File: config.mk
export PLATFORM = sky130hd
export DESIGN_NAME = mem_word_seq_flat
export DESIGN_NICKNAME = d
export VERILOG_FILES = /design/src/rtl/mem_seq_pkg.sv /design/src/rtl/mem_word_seq_if.sv /design/src/rtl/mem_rd_capture.sv /design/src/rtl/mem_word_seq.sv /design/src/flat_wrapper.sv
export SDC_FILE = /design/constraint.sdc
export NUM_CORES = 1
export LEC_CHECK = 0
export CAP_MARGIN = 20
export CORE_MARGIN = 4
export CORE_UTILIZATION = 62
export CTS_CLUSTER_SIZE = 14
export DETAILED_ROUTE_END_ITERATION = 8
export DONT_BUFFER_PORTS = 1
export GPL_TIMING_DRIVEN = 0
export PLACE_DENSITY = 0.84
export SLEW_MARGIN = 20
export SYNTH_ARGS = -nofsm -noshare
export SYNTH_HDL_FRONTEND = slang
export SYNTH_SLANG_ARGS = --single-unit
File: constraint.sdc
create_clock -name CLK -period 4.9 [get_ports CLK]
set_input_delay 1.47 -clock CLK [delete_from_list [all_inputs] [get_ports CLK]]
set_output_delay 1.47 -clock CLK [all_outputs]
set_load 0.005 [all_outputs]
File: src/rtl/mem_seq_pkg.sv
// Shared types and constants for the word-to-byte memory sequencer and its
// read-capture stage.
package mem_seq_pkg;

    localparam int BEATS  = 4;
    localparam int BEAT_W = 2;

    typedef logic [BEAT_W-1:0] beat_idx_t;

    localparam beat_idx_t LAST_BEAT = beat_idx_t'(BEATS - 1);

    typedef enum logic [1:0] {
        ST_IDLE  = 2'd0,
        ST_ISSUE = 2'd1,
        ST_DRAIN = 2'd2,
        ST_RESP  = 2'd3
    } seq_state_t;

    localparam logic IDLE_CE  = 1'b0;
    localparam logic IDLE_CSB = 1'b1;
    localparam logic IDLE_WEB = 1'b1;
    localparam logic IDLE_OEB = 1'b1;

    typedef struct packed {
        logic      valid;
        beat_idx_t idx;
    } rd_tag_t;

    function automatic logic [7:0] word_byte(input logic [8*BEATS-1:0] word, input beat_idx_t k);
        return word[{k, 3'b000} +: 8];
    endfunction

endpackage

File: src/rtl/mem_word_seq_if.sv
// Word request/response channel plus the byte-wide bus toward the register stage.
interface mem_word_seq_if;

    logic        REQ_VALID;
    logic        REQ_READY;
    logic        REQ_WE;
    logic [15:0] REQ_ADDR;
    logic [3:0]  REQ_BE;
    logic [31:0] REQ_WDATA;
    logic        RSP_VALID;
    logic [31:0] RSP_RDATA;
    logic [15:0] ADDR;
    logic        CE;
    logic        CSB;
    logic        WEB;
    logic        OEB;
    logic [7:0]  IDATA;
    logic [7:0]  ODATA;

    modport master (
        output REQ_VALID, REQ_WE, REQ_ADDR, REQ_BE, REQ_WDATA, ODATA,
        input  REQ_READY, RSP_VALID, RSP_RDATA, ADDR, CE, CSB, WEB, OEB, IDATA
    );

    modport slave (
        input  REQ_VALID, REQ_WE, REQ_ADDR, REQ_BE, REQ_WDATA, ODATA,
        output REQ_READY, RSP_VALID, RSP_RDATA, ADDR, CE, CSB, WEB, OEB, IDATA
    );

endinterface

File: src/rtl/mem_rd_capture.sv
// Read-return tracking: a tag per read beat travels RD_LAT stages, then the
// matching ODATA byte lands in its lane of the assembled word.
module mem_rd_capture
    import mem_seq_pkg::*;
#(
    parameter int RD_LAT = 2
) (
    input  logic               CLK,
    input  logic               flush,
    input  logic               tag_valid,
    input  beat_idx_t          tag_idx,
    input  logic [7:0]         ODATA,
    output logic [8*BEATS-1:0] rdata,
    output logic               last_cap
);

    rd_tag_t            pipe_r [RD_LAT];
    logic [8*BEATS-1:0] lanes_r;
    rd_tag_t            head_s;

    assign head_s   = pipe_r[RD_LAT-1];
    assign rdata    = lanes_r;
    assign last_cap = head_s.valid && (head_s.idx == LAST_BEAT);

    // Tag pipeline: the tag enters the cycle after its beat is on the bus.
    always_ff @(posedge CLK) begin
        if (flush) begin
            for (int i = 0; i < RD_LAT; i++) begin
                pipe_r[i] <= '0;
            end
        end else begin
            pipe_r[0] <= {tag_valid, tag_idx};
            for (int i = 1; i < RD_LAT; i++) begin
                pipe_r[i] <= pipe_r[i-1];
            end
        end
    end

    // Byte-lane assembly; cleared on flush, otherwise holds between captures.
    always_ff @(posedge CLK) begin
        if (flush) begin
            lanes_r <= '0;
        end else if (head_s.valid) begin
            lanes_r[{head_s.idx, 3'b000} +: 8] <= ODATA;
        end else begin
            lanes_r <= lanes_r;
        end
    end

endmodule

File: src/rtl/mem_word_seq.sv
// Splits 32-bit word requests into four byte-bus beats and, for reads,
// assembles the returned bytes into a one-cycle word response.
module mem_word_seq
    import mem_seq_pkg::*;
#(
    parameter int RD_LAT = 2
) (
    input  logic           CLK,
    input  logic           RSTN,
    mem_word_seq_if.slave  mws
);

    seq_state_t  state_r;
    beat_idx_t   beat_r;
    logic        we_r;
    logic [15:0] base_r;
    logic [3:0]  be_r;
    logic [31:0] wdata_r;
    logic        ready_r;
    logic        rsp_valid_r;
    logic [15:0] addr_r;
    logic        ce_r;
    logic        csb_r;
    logic        web_r;
    logic        oeb_r;
    logic [7:0]  idata_r;
    logic        rd_beat_r;

    logic        accept_s;
    logic        flush_s;
    logic        last_cap_s;
    logic [31:0] rdata_s;
    logic [1:0]  addr_lsb_unused_s;

    logic        drv_we_s;
    logic [15:0] drv_base_s;
    logic [3:0]  drv_be_s;
    logic [31:0] drv_wdata_s;
    beat_idx_t   drv_k_s;

    logic [15:0] beat_addr_s;
    logic [7:0]  beat_idata_s;
    logic        beat_ce_s;
    logic        beat_csb_s;
    logic        beat_web_s;
    logic        beat_oeb_s;
    logic        beat_rd_s;

    assign accept_s          = mws.REQ_VALID && ready_r;
    assign flush_s           = !RSTN || accept_s;
    assign addr_lsb_unused_s = mws.REQ_ADDR[1:0];

    // Source of the next beat: fresh request on accept, latched request otherwise.
    always_comb begin
        drv_we_s    = we_r;
        drv_base_s  = base_r;
        drv_be_s    = be_r;
        drv_wdata_s = wdata_r;
        drv_k_s     = beat_r + 2'd1;
        if (accept_s) begin
            drv_we_s    = mws.REQ_WE;
            drv_base_s  = {mws.REQ_ADDR[15:2], 2'b00};
            drv_be_s    = mws.REQ_BE;
            drv_wdata_s = mws.REQ_WDATA;
            drv_k_s     = 2'd0;
        end else begin
            drv_k_s     = beat_r + 2'd1;
        end
    end

    // Bus values for that beat; a disabled write byte leaves the bus idle.
    always_comb begin
        beat_addr_s  = addr_r;
        beat_idata_s = idata_r;
        beat_ce_s    = IDLE_CE;
        beat_csb_s   = IDLE_CSB;
        beat_web_s   = IDLE_WEB;
        beat_oeb_s   = IDLE_OEB;
        beat_rd_s    = 1'b0;
        if (!drv_we_s) begin
            beat_addr_s = drv_base_s + {14'd0, drv_k_s};
            beat_ce_s   = 1'b1;
            beat_csb_s  = 1'b0;
            beat_oeb_s  = 1'b0;
            beat_rd_s   = 1'b1;
        end else if (drv_be_s[drv_k_s]) begin
            beat_addr_s  = drv_base_s + {14'd0, drv_k_s};
            beat_idata_s = word_byte(drv_wdata_s, drv_k_s);
            beat_ce_s    = 1'b1;
            beat_csb_s   = 1'b0;
            beat_web_s   = 1'b0;
        end else begin
            beat_rd_s    = 1'b0;
        end
    end

    // Sequencer FSM with registered handshake and byte-bus outputs.
    always_ff @(posedge CLK) begin
        if (!RSTN) begin
            state_r     <= ST_IDLE;
            beat_r      <= 2'd0;
            we_r        <= 1'b0;
            base_r      <= 16'h0000;
            be_r        <= 4'h0;
            wdata_r     <= 32'h0000_0000;
            ready_r     <= 1'b1;
            rsp_valid_r <= 1'b0;
            addr_r      <= 16'h0000;
            ce_r        <= IDLE_CE;
            csb_r       <= IDLE_CSB;
            web_r       <= IDLE_WEB;
            oeb_r       <= IDLE_OEB;
            idata_r     <= 8'h00;
            rd_beat_r   <= 1'b0;
        end else begin
            case (state_r)
                ST_IDLE, ST_RESP: begin
                    rsp_valid_r <= 1'b0;
                    if (accept_s) begin
                        we_r      <= drv_we_s;
                        base_r    <= drv_base_s;
                        be_r      <= drv_be_s;
                        wdata_r   <= drv_wdata_s;
                        beat_r    <= 2'd0;
                        ready_r   <= 1'b0;
                        state_r   <= ST_ISSUE;
                        addr_r    <= beat_addr_s;
                        idata_r   <= beat_idata_s;
                        ce_r      <= beat_ce_s;
                        csb_r     <= beat_csb_s;
                        web_r     <= beat_web_s;
                        oeb_r     <= beat_oeb_s;
                        rd_beat_r <= beat_rd_s;
                    end else begin
                        ready_r   <= 1'b1;
                        state_r   <= ST_IDLE;
                        ce_r      <= IDLE_CE;
                        csb_r     <= IDLE_CSB;
                        web_r     <= IDLE_WEB;
                        oeb_r     <= IDLE_OEB;
                        rd_beat_r <= 1'b0;
                    end
                end
                ST_ISSUE: begin
                    if (beat_r == LAST_BEAT) begin
                        ce_r      <= IDLE_CE;
                        csb_r     <= IDLE_CSB;
                        web_r     <= IDLE_WEB;
                        oeb_r     <= IDLE_OEB;
                        rd_beat_r <= 1'b0;
                        if (we_r) begin
                            state_r     <= ST_RESP;
                            rsp_valid_r <= 1'b1;
                            ready_r     <= 1'b1;
                        end else begin
                            state_r     <= ST_DRAIN;
                        end
                    end else begin
                        beat_r    <= drv_k_s;
                        addr_r    <= beat_addr_s;
                        idata_r   <= beat_idata_s;
                        ce_r      <= beat_ce_s;
                        csb_r     <= beat_csb_s;
                        web_r     <= beat_web_s;
                        oeb_r     <= beat_oeb_s;
                        rd_beat_r <= beat_rd_s;
                    end
                end
                ST_DRAIN: begin
                    ce_r      <= IDLE_CE;
                    csb_r     <= IDLE_CSB;
                    web_r     <= IDLE_WEB;
                    oeb_r     <= IDLE_OEB;
                    rd_beat_r <= 1'b0;
                    if (last_cap_s) begin
                        state_r     <= ST_RESP;
                        rsp_valid_r <= 1'b1;
                        ready_r     <= 1'b1;
                    end else begin
                        state_r     <= ST_DRAIN;
                    end
                end
                default: begin
                    state_r     <= ST_IDLE;
                    ready_r     <= 1'b1;
                    rsp_valid_r <= 1'b0;
                    ce_r        <= IDLE_CE;
                    csb_r       <= IDLE_CSB;
                    web_r       <= IDLE_WEB;
                    oeb_r       <= IDLE_OEB;
                    rd_beat_r   <= 1'b0;
                end
            endcase
        end
    end

    mem_rd_capture #(
        .RD_LAT (RD_LAT)
    ) u_capture (
        .CLK       (CLK),
        .flush     (flush_s),
        .tag_valid (rd_beat_r),
        .tag_idx   (beat_r),
        .ODATA     (mws.ODATA),
        .rdata     (rdata_s),
        .last_cap  (last_cap_s)
    );

    assign mws.REQ_READY = ready_r;
    assign mws.RSP_VALID = rsp_valid_r;
    assign mws.RSP_RDATA = rdata_s;
    assign mws.ADDR      = addr_r;
    assign mws.CE        = ce_r;
    assign mws.CSB       = csb_r;
    assign mws.WEB       = web_r;
    assign mws.OEB       = oeb_r;
    assign mws.IDATA     = idata_r;

endmodule
File: src/flat_wrapper.sv
// flat-port wrapper written by rule: the top's interface ports become plain ports
module mem_word_seq_flat import mem_seq_pkg::*;
#(
    parameter int RD_LAT = 2
)
  (CLK, RSTN, mws_REQ_VALID, mws_REQ_WE, mws_REQ_ADDR, mws_REQ_BE, mws_REQ_WDATA, mws_ODATA, mws_REQ_READY, mws_RSP_VALID, mws_RSP_RDATA, mws_ADDR, mws_CE, mws_CSB, mws_WEB, mws_OEB, mws_IDATA);
  mem_word_seq_if mws_i ();
  input  logic CLK;
  input  logic RSTN;
  input wire logic [$bits(mws_i.REQ_VALID)-1:0] mws_REQ_VALID;
  input wire logic [$bits(mws_i.REQ_WE)-1:0] mws_REQ_WE;
  input wire logic [$bits(mws_i.REQ_ADDR)-1:0] mws_REQ_ADDR;
  input wire logic [$bits(mws_i.REQ_BE)-1:0] mws_REQ_BE;
  input wire logic [$bits(mws_i.REQ_WDATA)-1:0] mws_REQ_WDATA;
  input wire logic [$bits(mws_i.ODATA)-1:0] mws_ODATA;
  output wire logic [$bits(mws_i.REQ_READY)-1:0] mws_REQ_READY;
  output wire logic [$bits(mws_i.RSP_VALID)-1:0] mws_RSP_VALID;
  output wire logic [$bits(mws_i.RSP_RDATA)-1:0] mws_RSP_RDATA;
  output wire logic [$bits(mws_i.ADDR)-1:0] mws_ADDR;
  output wire logic [$bits(mws_i.CE)-1:0] mws_CE;
  output wire logic [$bits(mws_i.CSB)-1:0] mws_CSB;
  output wire logic [$bits(mws_i.WEB)-1:0] mws_WEB;
  output wire logic [$bits(mws_i.OEB)-1:0] mws_OEB;
  output wire logic [$bits(mws_i.IDATA)-1:0] mws_IDATA;
  assign mws_i.REQ_VALID = mws_REQ_VALID;
  assign mws_i.REQ_WE = mws_REQ_WE;
  assign mws_i.REQ_ADDR = mws_REQ_ADDR;
  assign mws_i.REQ_BE = mws_REQ_BE;
  assign mws_i.REQ_WDATA = mws_REQ_WDATA;
  assign mws_i.ODATA = mws_ODATA;
  assign mws_REQ_READY = mws_i.REQ_READY;
  assign mws_RSP_VALID = mws_i.RSP_VALID;
  assign mws_RSP_RDATA = mws_i.RSP_RDATA;
  assign mws_ADDR = mws_i.ADDR;
  assign mws_CE = mws_i.CE;
  assign mws_CSB = mws_i.CSB;
  assign mws_WEB = mws_i.WEB;
  assign mws_OEB = mws_i.OEB;
  assign mws_IDATA = mws_i.IDATA;
  mem_word_seq #(.RD_LAT(RD_LAT)) u_core (.CLK(CLK), .RSTN(RSTN), .mws(mws_i));
endmodule
==> run summary, run 1 <==
DRT
--------------------------------------------------------------------------------------------------------
Number of DRC violations after detailed-routing iteration 0 ...............................          393
Post-detailed-route wirelength per cell ...................................................      19.6 um
Vias after detailed routing ...............................................................         4941
Vias per std cell .........................................................................         6.40
Wire length after detailed routing ........................................................     15100 um
DR pass1 iterations .......................................................................            5
DRC errors left ...........................................................................            0
Count of antenna-violating nets left after detailed routing ...............................            0

CLOCK NETWORK
--------------------------------------------------------------------------------------------------------
TritonCTS clock tree ......................................................................         done
Number of resized instances in the post-cts repair step ...................................            0
Worst-Skew Late Latency ...................................................................       510 ps
Num Clock Sinks ...........................................................................          126
CTS Root Buffer Type ......................................................................     clkbuf_8
Number of buffers added by the clock tree synthesis step ..................................           17
Htree depth ...............................................................................            4
Count of hold buffers inserted by post-cts repair .........................................            0
Total setup buffers inserted after CTS ....................................................            0
Maximum count of clock buffers along a single path ........................................            2
Post-CTS clock slew at the launch and capture registers of the worst setup and hold paths .        60 ps

PLACEMENT
--------------------------------------------------------------------------------------------------------
Port bufs .................................................................................            0
Final weighted congestion in routability-driven placement .................................        0.954
Placed Cells incl. Taps ...................................................................          740
Detail Placement HPWL .....................................................................     10800 um
DP Area ...................................................................................     5610 um2

YOSYS
--------------------------------------------------------------------------------------------------------
Distinct cell type count of the synthesized netlist .......................................           55
Total of warnings raised by yosys .........................................................            0
Nets in the synthesized netlist ...........................................................          709
Count of flip-flops with a built-in enable after synthesis ................................            0
Portion of the post-synthesis area used by sequential elements ............................        0.462
Post-synthesis instance total .............................................................          635
Register bit total from synthesis .........................................................          126
Asr flop ratio synth ......................................................................            0
Synthesized cell area .....................................................................     5460 um2
Top_reg_cell synth ........................................................................      dfxtp_1
Syn avg cell area .........................................................................     8.60 um2

GRT
--------------------------------------------------------------------------------------------------------
Total GRT Usage ...........................................................................        0.295
Via count of the first global-routing pass ................................................         4871
Maximum number of pins on one net before global-route repair ..............................           17
Initial antenna violation count ...........................................................            0
Wire length of the first global-routing pass ..............................................     23900 um
Total gr overflow .........................................................................            0

LAYOUT
--------------------------------------------------------------------------------------------------------
Leading cell types in the layout, fill and taps excluded .................................. nand2_1, dfxtp_1, a21oi_1, nor2_1, a22oi_1
Layout cells sized above 1 ................................................................       0.0825
Most common cell after layout, fill and taps aside ........................................      nand2_1
Growth of design area from synthesis to finish ............................................        13.2%
Number of cells in the finished layout apart from fillers .................................          772
Post-layout nets ..........................................................................          728
Antenna Cells .............................................................................            0
Summed area of non-filler cells in the final layout .......................................     6180 um2
Number of filler cells placed in the layout ...............................................          625

WORST SETUP PATH
--------------------------------------------------------------------------------------------------------
Critical path, cell by cell ............................................................... nand2_1 -> clkbuf_1 -> nand2_1 -> fa_1 -> and4b_1 -> a31oi_1 -> nor4_1 -> a221oi_1 -> o31ai_1
Worst reg2reg endpoint .................................................................... u_core.mws.ADDR[10]
Critical setup path kind .................................................................. primary input to flip-flop
Cell type group with the largest total delay on the critical path ......................... simple AND/OR/NAND/NOR gates
Data arrival time at the worst-slack endpoint .............................................      4190 ps
Critical path's most frequent cell ........................................................      nand2_1
Reg2reg setup slack .......................................................................      1580 ps
Worst stage delay on the critical path ....................................................       540 ps
Crit path to .............................................................................. u_core.mws.ADDR[10]
Start point of the critical path .......................................................... mws_REQ_VALID
CP Buf/Inv Count ..........................................................................            1
Critical path startpoint category ......................................................... primary input
Number of logic stages on the critical path including buffering ...........................            9
R2r worst-path depth ......................................................................            9
Highest net fanout along the worst path ...................................................           10
CP endpoint kind ..........................................................................    flip-flop
Startpoint of the lowest-slack register-to-register path .................................. u_core.mws.REQ_READY
Critical path required time ...............................................................      5320 ps
Crit path max-delay cell type .............................................................       nor4_1

POWER
--------------------------------------------------------------------------------------------------------
Total power after layout ..................................................................      3.55 mW
Pwr dens ..................................................................................   575 nW/um2
Part of the total power dissipated in the clock network ...................................        0.336
Logic gate share of total power ...........................................................        0.285
Peak VDD IR ...............................................................................     0.422 mV
Internal power component ..................................................................      2.25 mW
Fraction of power spent switching nets ....................................................        0.368
Share of power burned in registers ........................................................        0.379
Standby leakage power .....................................................................      2.26 nW
Net Switching .............................................................................      1.31 mW

STA
--------------------------------------------------------------------------------------------------------
Post-Route Hold Slack .....................................................................       454 ps
Count of pins over their slew limit .......................................................            0
Max transition margin .....................................................................        0.413
Transition at the pin with the smallest max-transition slack ..............................       876 ps
Highest clock frequency the design can meet ...............................................    0.265 GHz
Fin Clk Skew ..............................................................................      9.75 ps
Final period utilization ..................................................................        0.769
Setup Total Neg Slack .....................................................................         0 ps
Finish-stage setup viols ..................................................................            0
Shortest clock period the worst path allows after layout ..................................      3770 ps
Final Hold Fails ..........................................................................            0
Unrepaired setup endpoints after global routing ...........................................           no

WORST HOLD PATH
--------------------------------------------------------------------------------------------------------
Worst Hold Launch ......................................................................... u_core.wdata_r[12]
HP Class .................................................................................. flip-flop to flip-flop

FLOORPLAN
--------------------------------------------------------------------------------------------------------
Initial standard-cell utilization of the core .............................................        0.652
Placement Rows ............................................................................           33
Core region area ..........................................................................     8380 um2
Area enclosed by the die boundary .........................................................    10400 um2
Number of top-level pins ..................................................................          126
Floorplan die width .......................................................................       102 um
Die height ................................................................................       102 um

FLOW RUN
--------------------------------------------------------------------------------------------------------
Max-capacitance violation count ...........................................................            0

OUTCOME
--------------------------------------------------------------------------------------------------------
Status .................................................................................... finished, final reports clean

## power groups by stage
stage               registers (mW)  clock network, mW  logic (mW)
floorplan                     1.32                  0       0.753
global placement              1.36                  0       0.944
detailed placement            1.37                  0       0.978
CTS                           1.35               1.20       0.992
global route                  1.37               1.25        1.13
finish                        1.35               1.19        1.01
## per-layer routing
| metal | up-vias | global-route usage | part of all wire |
|---|---|---|---|
| met2 | 302 | 0.464 | 0.47 |
| met5 | - | 0 | 0 |
| met1 | 2292 | 0.370 | 0.39 |
| met4 | 0 | 0.128 | 0.024 |
| met3 | 33 | 0.102 | 0.12 |
| li1 | 2314 | - | - |
## worst min-delay path: cells and delay by family, from the launching register on
kind | cells | cell delay, ps
and+or+nand+nor | 1 | 50
DFF | 1 | 300
AOI/OAI and AO/OA | 1 | 50
## synthesized netlist by cell type (6+ instances only)
| cell type | number | area share |
|---|---|---|
| a31oi_1 | 7 | 0.0080 |
| buf_2 | 6 | 0.0055 |
| o21ai_0 | 14 | 0.013 |
| nand2_1 | 143 | 0.098 |
| nor2_1 | 58 | 0.040 |
| a22oi_1 | 35 | 0.048 |
| a311oi_1 | 10 | 0.016 |
| nand3_1 | 13 | 0.012 |
| clkbuf_1 | 28 | 0.019 |
| and3_1 | 10 | 0.011 |
| mux4_1 | 7 | 0.034 |
| o31ai_1 | 6 | 0.0082 |
| nor4_1 | 12 | 0.014 |
| a21oi_1 | 58 | 0.053 |
| mux2i_1 | 13 | 0.024 |
| dfxtp_1 | 126 | 0.46 |
| inv_1 | 11 | 0.0076 |
| ha_1 | 9 | 0.021 |
## layout make-up
cell class / instances / area [um2] / area share
Sequential cell: 126 / 2520 / 0.408
Tap cell: 105 / 131 / 0.0213
Clock buffer: 17 / 414 / 0.0670
Inverter: 11 / 41.3 / 0.00668
Buffer: 42 / 188 / 0.0304
Multi-Input combinational cell: 456 / 2740 / 0.443
Clock inverter: 15 / 149 / 0.0241
## through the flow
step	worst slack (ps)	util
3_5_place_dp	725	0.670
6_report	1130	0.738
3_3_place_gp	732	0.667
4_1_cts	1170	0.737
2_1_floorplan	1260	-
5_1_grt	877	0.738
## worst min-delay path by stage
| stage | endpoint | cells after the start |
|---|---|---|
| final | u_core.wdata_r[12] | 2 |
| after CTS | u_core.wdata_r[12] | 2 |
| after detailed placement | u_core.wdata_r[12] | 2 |
| after floorplan | u_core.wdata_r[24] | 2 |
| after global placement | u_core.wdata_r[18] | 2 |
| after global routing | u_core.wdata_r[12] | 2 |
## flip-flops by register name, indices dropped and copies added, names as in the netlist, 2 cells and up
register                 count
u_core.state_r               2
u_core.u_capture.pipe_r      6
u_core.be_r                  4
u_core.mws.ADDR             16
u_core.mws.IDATA             8
u_core.u_capture.rdata      32
u_core.base_r               16
u_core.beat_r                2
u_core.wdata_r              32
## cells by family after synthesis
| group | synth area share |
|---|---|
| simple gates | 0.215 |
| xor+xnor | 0.00481 |
| flops | 0.462 |
| fa+ha+maj | 0.0243 |
| compound gates | 0.183 |
| buf+inv | 0.0419 |
| mux | 0.0699 |
No activity file was read; power rests on OpenSTA's default activity.
==> run 2: changes to the inputs <==
--- a/config.mk
+++ b/config.mk
@@ -7,12 +7,12 @@
 export LEC_CHECK = 0
 export CAP_MARGIN = 20
 export CORE_MARGIN = 4
-export CORE_UTILIZATION = 62
+export CORE_UTILIZATION = 57
 export CTS_CLUSTER_SIZE = 14
 export DETAILED_ROUTE_END_ITERATION = 8
 export DONT_BUFFER_PORTS = 1
 export GPL_TIMING_DRIVEN = 0
-export PLACE_DENSITY = 0.84
+export PLACE_DENSITY = 0.81
 export SLEW_MARGIN = 20
 export SYNTH_ARGS = -nofsm -noshare
 export SYNTH_HDL_FRONTEND = slang
==> constraint.sdc (replaced) <==
create_clock -name CLK -period 3.1 [get_ports CLK]
set_input_delay 0.93 -clock CLK [delete_from_list [all_inputs] [get_ports CLK]]
set_output_delay 0.93 -clock CLK [all_outputs]
set_load 0.005 [all_outputs]
==> run summary, run 2 (synthesis results as in run 1) <==
OUTCOME
--------------------------------------------------------------------------------------------------------
Status .................................................................................... finished, final reports clean

LAYOUT
--------------------------------------------------------------------------------------------------------
Post-layout nets ..........................................................................          729
Summed area of non-filler cells in the final layout .......................................     6240 um2
Number of cells in the finished layout apart from fillers .................................          796
Layout cells sized above 1 ................................................................       0.0855
Storage cell area .........................................................................     2520 um2
Most common cell after layout, fill and taps aside ........................................      nand2_1
Final Util ................................................................................        0.672
Number of filler cells placed in the layout ...............................................          768
Area of the multi-input gates .............................................................     2740 um2
Leading cell types in the layout, fill and taps excluded .................................. nand2_1, dfxtp_1, a21oi_1, nor2_1, a22oi_1
Antenna Cells .............................................................................            0
Growth of design area from synthesis to finish ............................................        14.2%

CLOCK NETWORK
--------------------------------------------------------------------------------------------------------
Number of buffers added by the clock tree synthesis step ..................................           17
Total setup buffers inserted after CTS ....................................................            0
Worst-Skew Late Latency ...................................................................       530 ps
Maximum count of clock buffers along a single path ........................................            2
Post-CTS clock slew at the launch and capture registers of the worst setup and hold paths .        60 ps
TritonCTS clock tree ......................................................................         done
Count of hold buffers inserted by post-cts repair .........................................            0
Num Clock Sinks ...........................................................................          126
CTS Root Buffer Type ......................................................................     clkbuf_8
Htree depth ...............................................................................            4

FLOORPLAN
--------------------------------------------------------------------------------------------------------
Floorplan die width .......................................................................       106 um
Initial standard-cell utilization of the core .............................................        0.588
Core region area ..........................................................................     9280 um2
Placement Rows ............................................................................           35
Die height ................................................................................       106 um
Number of top-level pins ..................................................................          126
Area enclosed by the die boundary .........................................................    11200 um2

WORST HOLD PATH
--------------------------------------------------------------------------------------------------------
WHS Path Cells ............................................................................            2
Hold EP ................................................................................... u_core.wdata_r[16]
HP Class .................................................................................. flip-flop to flip-flop
Worst Hold Launch ......................................................................... u_core.wdata_r[16]

STA
--------------------------------------------------------------------------------------------------------
Post-Route Hold Slack .....................................................................       454 ps
Max transition margin .....................................................................        0.450
Highest clock frequency the design can meet ...............................................    0.340 GHz
Shortest clock period the worst path allows after layout ..................................      2940 ps
Count of pins over their slew limit .......................................................            0
Final WS setup ............................................................................       158 ps
Setup Total Neg Slack .....................................................................         0 ps
Final Hold Fails ..........................................................................            0
Final period utilization ..................................................................        0.949
Finish-stage setup viols ..................................................................            0
Fin Clk Skew ..............................................................................      10.6 ps
Unrepaired setup endpoints after global routing ...........................................           no
Transition at the pin with the smallest max-transition slack ..............................       819 ps

FLOW RUN
--------------------------------------------------------------------------------------------------------
Max-capacitance violation count ...........................................................            0

WORST SETUP PATH
--------------------------------------------------------------------------------------------------------
R2r worst-path depth ......................................................................            9
Critical path, cell by cell ............................................................... nand2_1 -> clkbuf_2 -> nand2_1 -> fa_1 -> and4b_1 -> a31oi_2 -> nor4_2 -> xor2_1 -> o21ai_0
Reg2reg setup slack .......................................................................       160 ps
Critical path startpoint category .........................................................    flip-flop
Worst reg2reg endpoint .................................................................... u_core.mws.ADDR[8]
Crit path max-delay cell type .............................................................         fa_1
Critical path required time ...............................................................      3500 ps
Number of logic stages on the critical path including buffering ...........................            9
Critical setup path kind .................................................................. flip-flop to flip-flop
Worst stage delay on the critical path ....................................................       480 ps
Startpoint of the lowest-slack register-to-register path .................................. u_core.mws.REQ_READY
Critical path's most frequent cell ........................................................      nand2_1
Cell type group with the largest total delay on the critical path ......................... simple AND/OR/NAND/NOR gates
Data arrival time at the worst-slack endpoint .............................................      3350 ps
CP endpoint kind ..........................................................................    flip-flop
CP Buf/Inv Count ..........................................................................            1
Highest net fanout along the worst path ...................................................           10

PLACEMENT
--------------------------------------------------------------------------------------------------------
Final weighted congestion in routability-driven placement .................................        0.930
Detail Placement HPWL .....................................................................     10700 um
Setup Slack @ Placement ...................................................................      -544 ps
Port bufs .................................................................................            0
Placed Cells incl. Taps ...................................................................          765
DP Area ...................................................................................     5640 um2

GRT
--------------------------------------------------------------------------------------------------------
Wire length of the first global-routing pass ..............................................     24000 um
Maximum number of pins on one net before global-route repair ..............................           17
Total GRT Usage ...........................................................................        0.268
Total gr overflow .........................................................................            0
Via count of the first global-routing pass ................................................         4846
Initial antenna violation count ...........................................................            0

DRT
--------------------------------------------------------------------------------------------------------
DRC errors left ...........................................................................            0
Vias per std cell .........................................................................         6.20
DR pass1 iterations .......................................................................            5
Number of DRC violations after detailed-routing iteration 0 ...............................          436
Vias after detailed routing ...............................................................         4936
Wire length after detailed routing ........................................................     14900 um
Count of antenna-violating nets left after detailed routing ...............................            0
Post-detailed-route wirelength per cell ...................................................      18.7 um

POWER
--------------------------------------------------------------------------------------------------------
Internal power component ..................................................................      3.62 mW
Pwr dens ..................................................................................   906 nW/um2
Standby leakage power .....................................................................      2.26 nW
Logic gate share of total power ...........................................................        0.280
Peak VDD IR ...............................................................................     0.469 mV
Net Switching .............................................................................      2.03 mW
Total power after layout ..................................................................      5.65 mW
Share of power burned in registers ........................................................        0.379
Fraction of power spent switching nets ....................................................        0.360
Part of the total power dissipated in the clock network ...................................        0.341

==> run 2: cell count changes in the layout (fill, tap and decap cells not counted) <==
cell        before  now
inv_8            2    0
buf_2            6    7
clkbuf_2         0    1
inv_6            7    5
bufinv_16        1    2
a31oi_2          0    1
clkbuf_1        28   27
clkinv_2         2    0
clkinvlp_4       1    4
clkinv_4         2    3
a31oi_1          7    6
==> run 2: how the worst max path moves through the flow <==
| stage | from | to | slack [ps] |
|---|---|---|---|
| CTS | u_core.mws.REQ_READY | u_core.mws.ADDR[8] | 130 |
| floorplan | mws_REQ_VALID | u_core.mws.ADDR[10] | 4 |
| finish | u_core.mws.REQ_READY | u_core.mws.ADDR[8] | 160 |
| global placement | mws_REQ_VALID | u_core.mws.ADDR[8] | -510 |
| detailed placement | mws_REQ_VALID | u_core.mws.ADDR[8] | -540 |
| global route | u_core.mws.REQ_READY | u_core.mws.ADDR[8] | 40 |
==> run 2: per-layer routing <==
metal	vias to the layer above	share of wire	GRT usage
met5	-	0	0
met4	0	0.022	0.0999
met3	28	0.11	0.0917
met2	270	0.48	0.450
met1	2326	0.39	0.319
li1	2312	-	-
==> run 2: area by class of cell <==
cell class / count / share of cell area
Tap cell: 129 / 0.0259
Timing Repair Buffer: 1 / 0.000803
Multi-Input combinational cell: 456 / 0.440
Buffer: 42 / 0.0303
Clock inverter: 14 / 0.0257
Clock buffer: 17 / 0.0664
Sequential cell: 126 / 0.404
Inverter: 11 / 0.00662
==> run 2: power by group through the flow <==
stage / clock [mW] / combinational [mW] / sequential, mW
after floorplan: 0 / 1.19 / 2.09
after global placement: 0 / 1.48 / 2.15
after detailed placement: 0 / 1.53 / 2.17
after CTS: 1.94 / 1.55 / 2.14
after global routing: 2.01 / 1.76 / 2.17
final: 1.92 / 1.58 / 2.14
==> run 2: worst register-to-register path, cell delays in order (launching register included) <==
cell	delay [ps]
dfxtp_1	380
nand2_1	340
clkbuf_2	300
nand2_1	130
fa_1	480
and4b_1	280
a31oi_2	110
nor4_2	410
xor2_1	290
o21ai_0	110
==> run 2: what timing repair did <==
action,4_1_cts,5_1_grt
endpoints found under the setup margin,2,2
pin swaps,0,0
resized for setup,2,1
==> run 3: changes to the inputs <==
--- a/config.mk
+++ b/config.mk
@@ -12,6 +12,7 @@
 export DETAILED_ROUTE_END_ITERATION = 8
 export DONT_BUFFER_PORTS = 1
 export GPL_TIMING_DRIVEN = 0
+export MAX_ROUTING_LAYER = met4
 export PLACE_DENSITY = 0.81
 export SLEW_MARGIN = 20
 export SYNTH_ARGS = -nofsm -noshare
==> run summary, run 3 (synthesis results as in run 1) <==
WORST SETUP PATH
--------------------------------------------------------------------------------------------------------
Critical path, cell by cell ............................................................... clkbuf_1 -> a21oi_1 -> nand2_1 -> fa_1 -> and4b_1 -> a31oi_4 -> nor4_2 -> xor2_1 -> o21ai_0
CP endpoint kind ..........................................................................    flip-flop
Critical path required time ...............................................................      3490 ps
Crit path max-delay cell type .............................................................         fa_1
Data arrival time at the worst-slack endpoint .............................................      3330 ps
Highest net fanout along the worst path ...................................................           10
Critical setup path kind .................................................................. flip-flop to flip-flop
Critical path startpoint category .........................................................    flip-flop
Worst stage delay on the critical path ....................................................       430 ps
CP Buf/Inv Count ..........................................................................            1
Cell type group with the largest total delay on the critical path ......................... simple AND/OR/NAND/NOR gates

CLOCK NETWORK
--------------------------------------------------------------------------------------------------------
CTS Root Buffer Type ......................................................................     clkbuf_8
Number of buffers added by the clock tree synthesis step ..................................           17
Count of hold buffers inserted by post-cts repair .........................................            0
Num Clock Sinks ...........................................................................          126
Total setup buffers inserted after CTS ....................................................            0
Maximum count of clock buffers along a single path ........................................            2
Htree depth ...............................................................................            4
Number of resized instances in the post-cts repair step ...................................            2
Post-CTS clock slew at the launch and capture registers of the worst setup and hold paths .        60 ps
TritonCTS clock tree ......................................................................         done
Worst-Skew Late Latency ...................................................................       520 ps

GRT
--------------------------------------------------------------------------------------------------------
Via count of the first global-routing pass ................................................         4998
Total gr overflow .........................................................................            0
Initial antenna violation count ...........................................................            0
Total GRT Usage ...........................................................................        0.284
Wire length of the first global-routing pass ..............................................     24700 um
Maximum number of pins on one net before global-route repair ..............................           17

DRT
--------------------------------------------------------------------------------------------------------
DR pass1 iterations .......................................................................            5
Number of DRC violations after detailed-routing iteration 0 ...............................          468
Vias per std cell .........................................................................         6.28
Wire length after detailed routing ........................................................     15200 um
Post-detailed-route wirelength per cell ...................................................      19.1 um
DRC errors left ...........................................................................            0
Vias after detailed routing ...............................................................         4997
Count of antenna-violating nets left after detailed routing ...............................            0

STA
--------------------------------------------------------------------------------------------------------
Post-Route Hold Slack .....................................................................       453 ps
Shortest clock period the worst path allows after layout ..................................      2940 ps
Highest clock frequency the design can meet ...............................................    0.340 GHz
Max transition margin .....................................................................        0.467
Count of pins over their slew limit .......................................................            0
Final period utilization ..................................................................        0.949
Final Hold Fails ..........................................................................            0
Transition at the pin with the smallest max-transition slack ..............................       796 ps
Fin Clk Skew ..............................................................................      10.2 ps
Unrepaired setup endpoints after global routing ...........................................           no
Finish-stage setup viols ..................................................................            0

LAYOUT
--------------------------------------------------------------------------------------------------------
Growth of design area from synthesis to finish ............................................        14.3%
Number of cells in the finished layout apart from fillers .................................          796
Layout cells sized above 1 ................................................................       0.0870
Most common cell after layout, fill and taps aside ........................................      nand2_1
Summed area of non-filler cells in the final layout .......................................     6250 um2
Antenna Cells .............................................................................            0
Leading cell types in the layout, fill and taps excluded .................................. nand2_1, dfxtp_1, a21oi_1, nor2_1, a22oi_1
Post-layout nets ..........................................................................          729

FLOORPLAN
--------------------------------------------------------------------------------------------------------
Area enclosed by the die boundary .........................................................    11200 um2
Placement Rows ............................................................................           35
Number of top-level pins ..................................................................          126
Core region area ..........................................................................     9280 um2
Die height ................................................................................       106 um
Floorplan die width .......................................................................       106 um
Initial standard-cell utilization of the core .............................................        0.588

PLACEMENT
--------------------------------------------------------------------------------------------------------
Final weighted congestion in routability-driven placement .................................        0.930
Port bufs .................................................................................            0
Placed Cells incl. Taps ...................................................................          765
Detail Placement HPWL .....................................................................     10900 um
DP Area ...................................................................................     5640 um2

POWER
--------------------------------------------------------------------------------------------------------
Standby leakage power .....................................................................      2.25 nW
Total power after layout ..................................................................      5.66 mW
Peak VDD IR ...............................................................................     0.526 mV
Pwr dens ..................................................................................   906 nW/um2

OUTCOME
--------------------------------------------------------------------------------------------------------
Status .................................................................................... finished, final reports clean

WORST HOLD PATH
--------------------------------------------------------------------------------------------------------
HP Class .................................................................................. flip-flop to flip-flop

FLOW RUN
--------------------------------------------------------------------------------------------------------
Max-capacitance violation count ...........................................................            0

[run 3: cell types whose count changed in the layout (fill, tap and decap cells not counted)]
cell / delta
a31oi_4: +1
nand2_2: +1
nand2_1: -1
clkinvlp_4: +1
clkinv_4: -2
a31oi_2: -1
inv_6: +1
[run 3: layout make-up]
type	instances	area (um2)
buffer	42	189
clock buffer	17	414
clock inverter	14	159
fill	779	3040
inverter	11	41.3
multi-input combinational	456	2750
sequential	126	2520
tap	129	161
timing repair buffer	1	5.00
[run 3: worst register-to-register path: cells and delay by family, from the launching register on]
kind                     cells  cell delay [ps]
AO/OA/AOI/OAI                3              630
XOR/XNOR                     1              280
adder cells (fa/ha/maj)      1              430
buffers and inverters        1              280
flip-flops                   1              390
AND/OR/NAND/NOR              3              830
[run 3: per-stage QoR]
step	util	setup TNS, ps	setup slack [ps]
final	0.673	0	157
after global routing	0.673	0	42.9
after CTS	0.670	0	128
after detailed placement	0.607	-2050	-567
after global placement	0.606	-1850	-520
after floorplan	-	0	3.85
[run 3: worst paths after layout]
| check | start | end | slack (ps) | cells past startpoint |
|---|---|---|---|---|
| worst max-delay path | u_core.mws.REQ_READY | u_core.mws.ADDR[8] | 160 | 9 |
| worst min-delay path | u_core.wdata_r[8] | u_core.wdata_r[8] | 450 | 2 |
| worst max register to register | u_core.mws.REQ_READY | u_core.mws.ADDR[8] | 160 | 9 |
| worst min register to register | u_core.wdata_r[8] | u_core.wdata_r[8] | 450 | 2 |
[run 3: metal layers]
| layer | vias up | wire length, um | GRT usage | part of all wire |
|---|---|---|---|---|
| met3 | 39 | 1520 | 0.0789 | 0.10 |
| met5 | - | 0 | - | 0 |
| met1 | 2371 | 5960 | 0.338 | 0.39 |
| li1 | 2314 | - | - | - |
| met4 | 0 | 408 | 0.113 | 0.027 |
| met2 | 273 | 7300 | 0.458 | 0.48 |
[run 3: power by group]
part	internal [mW]	switching (mW)
clock network	1.15	0.777
registers	1.92	0.210
logic	0.540	1.06
total	3.62	2.04
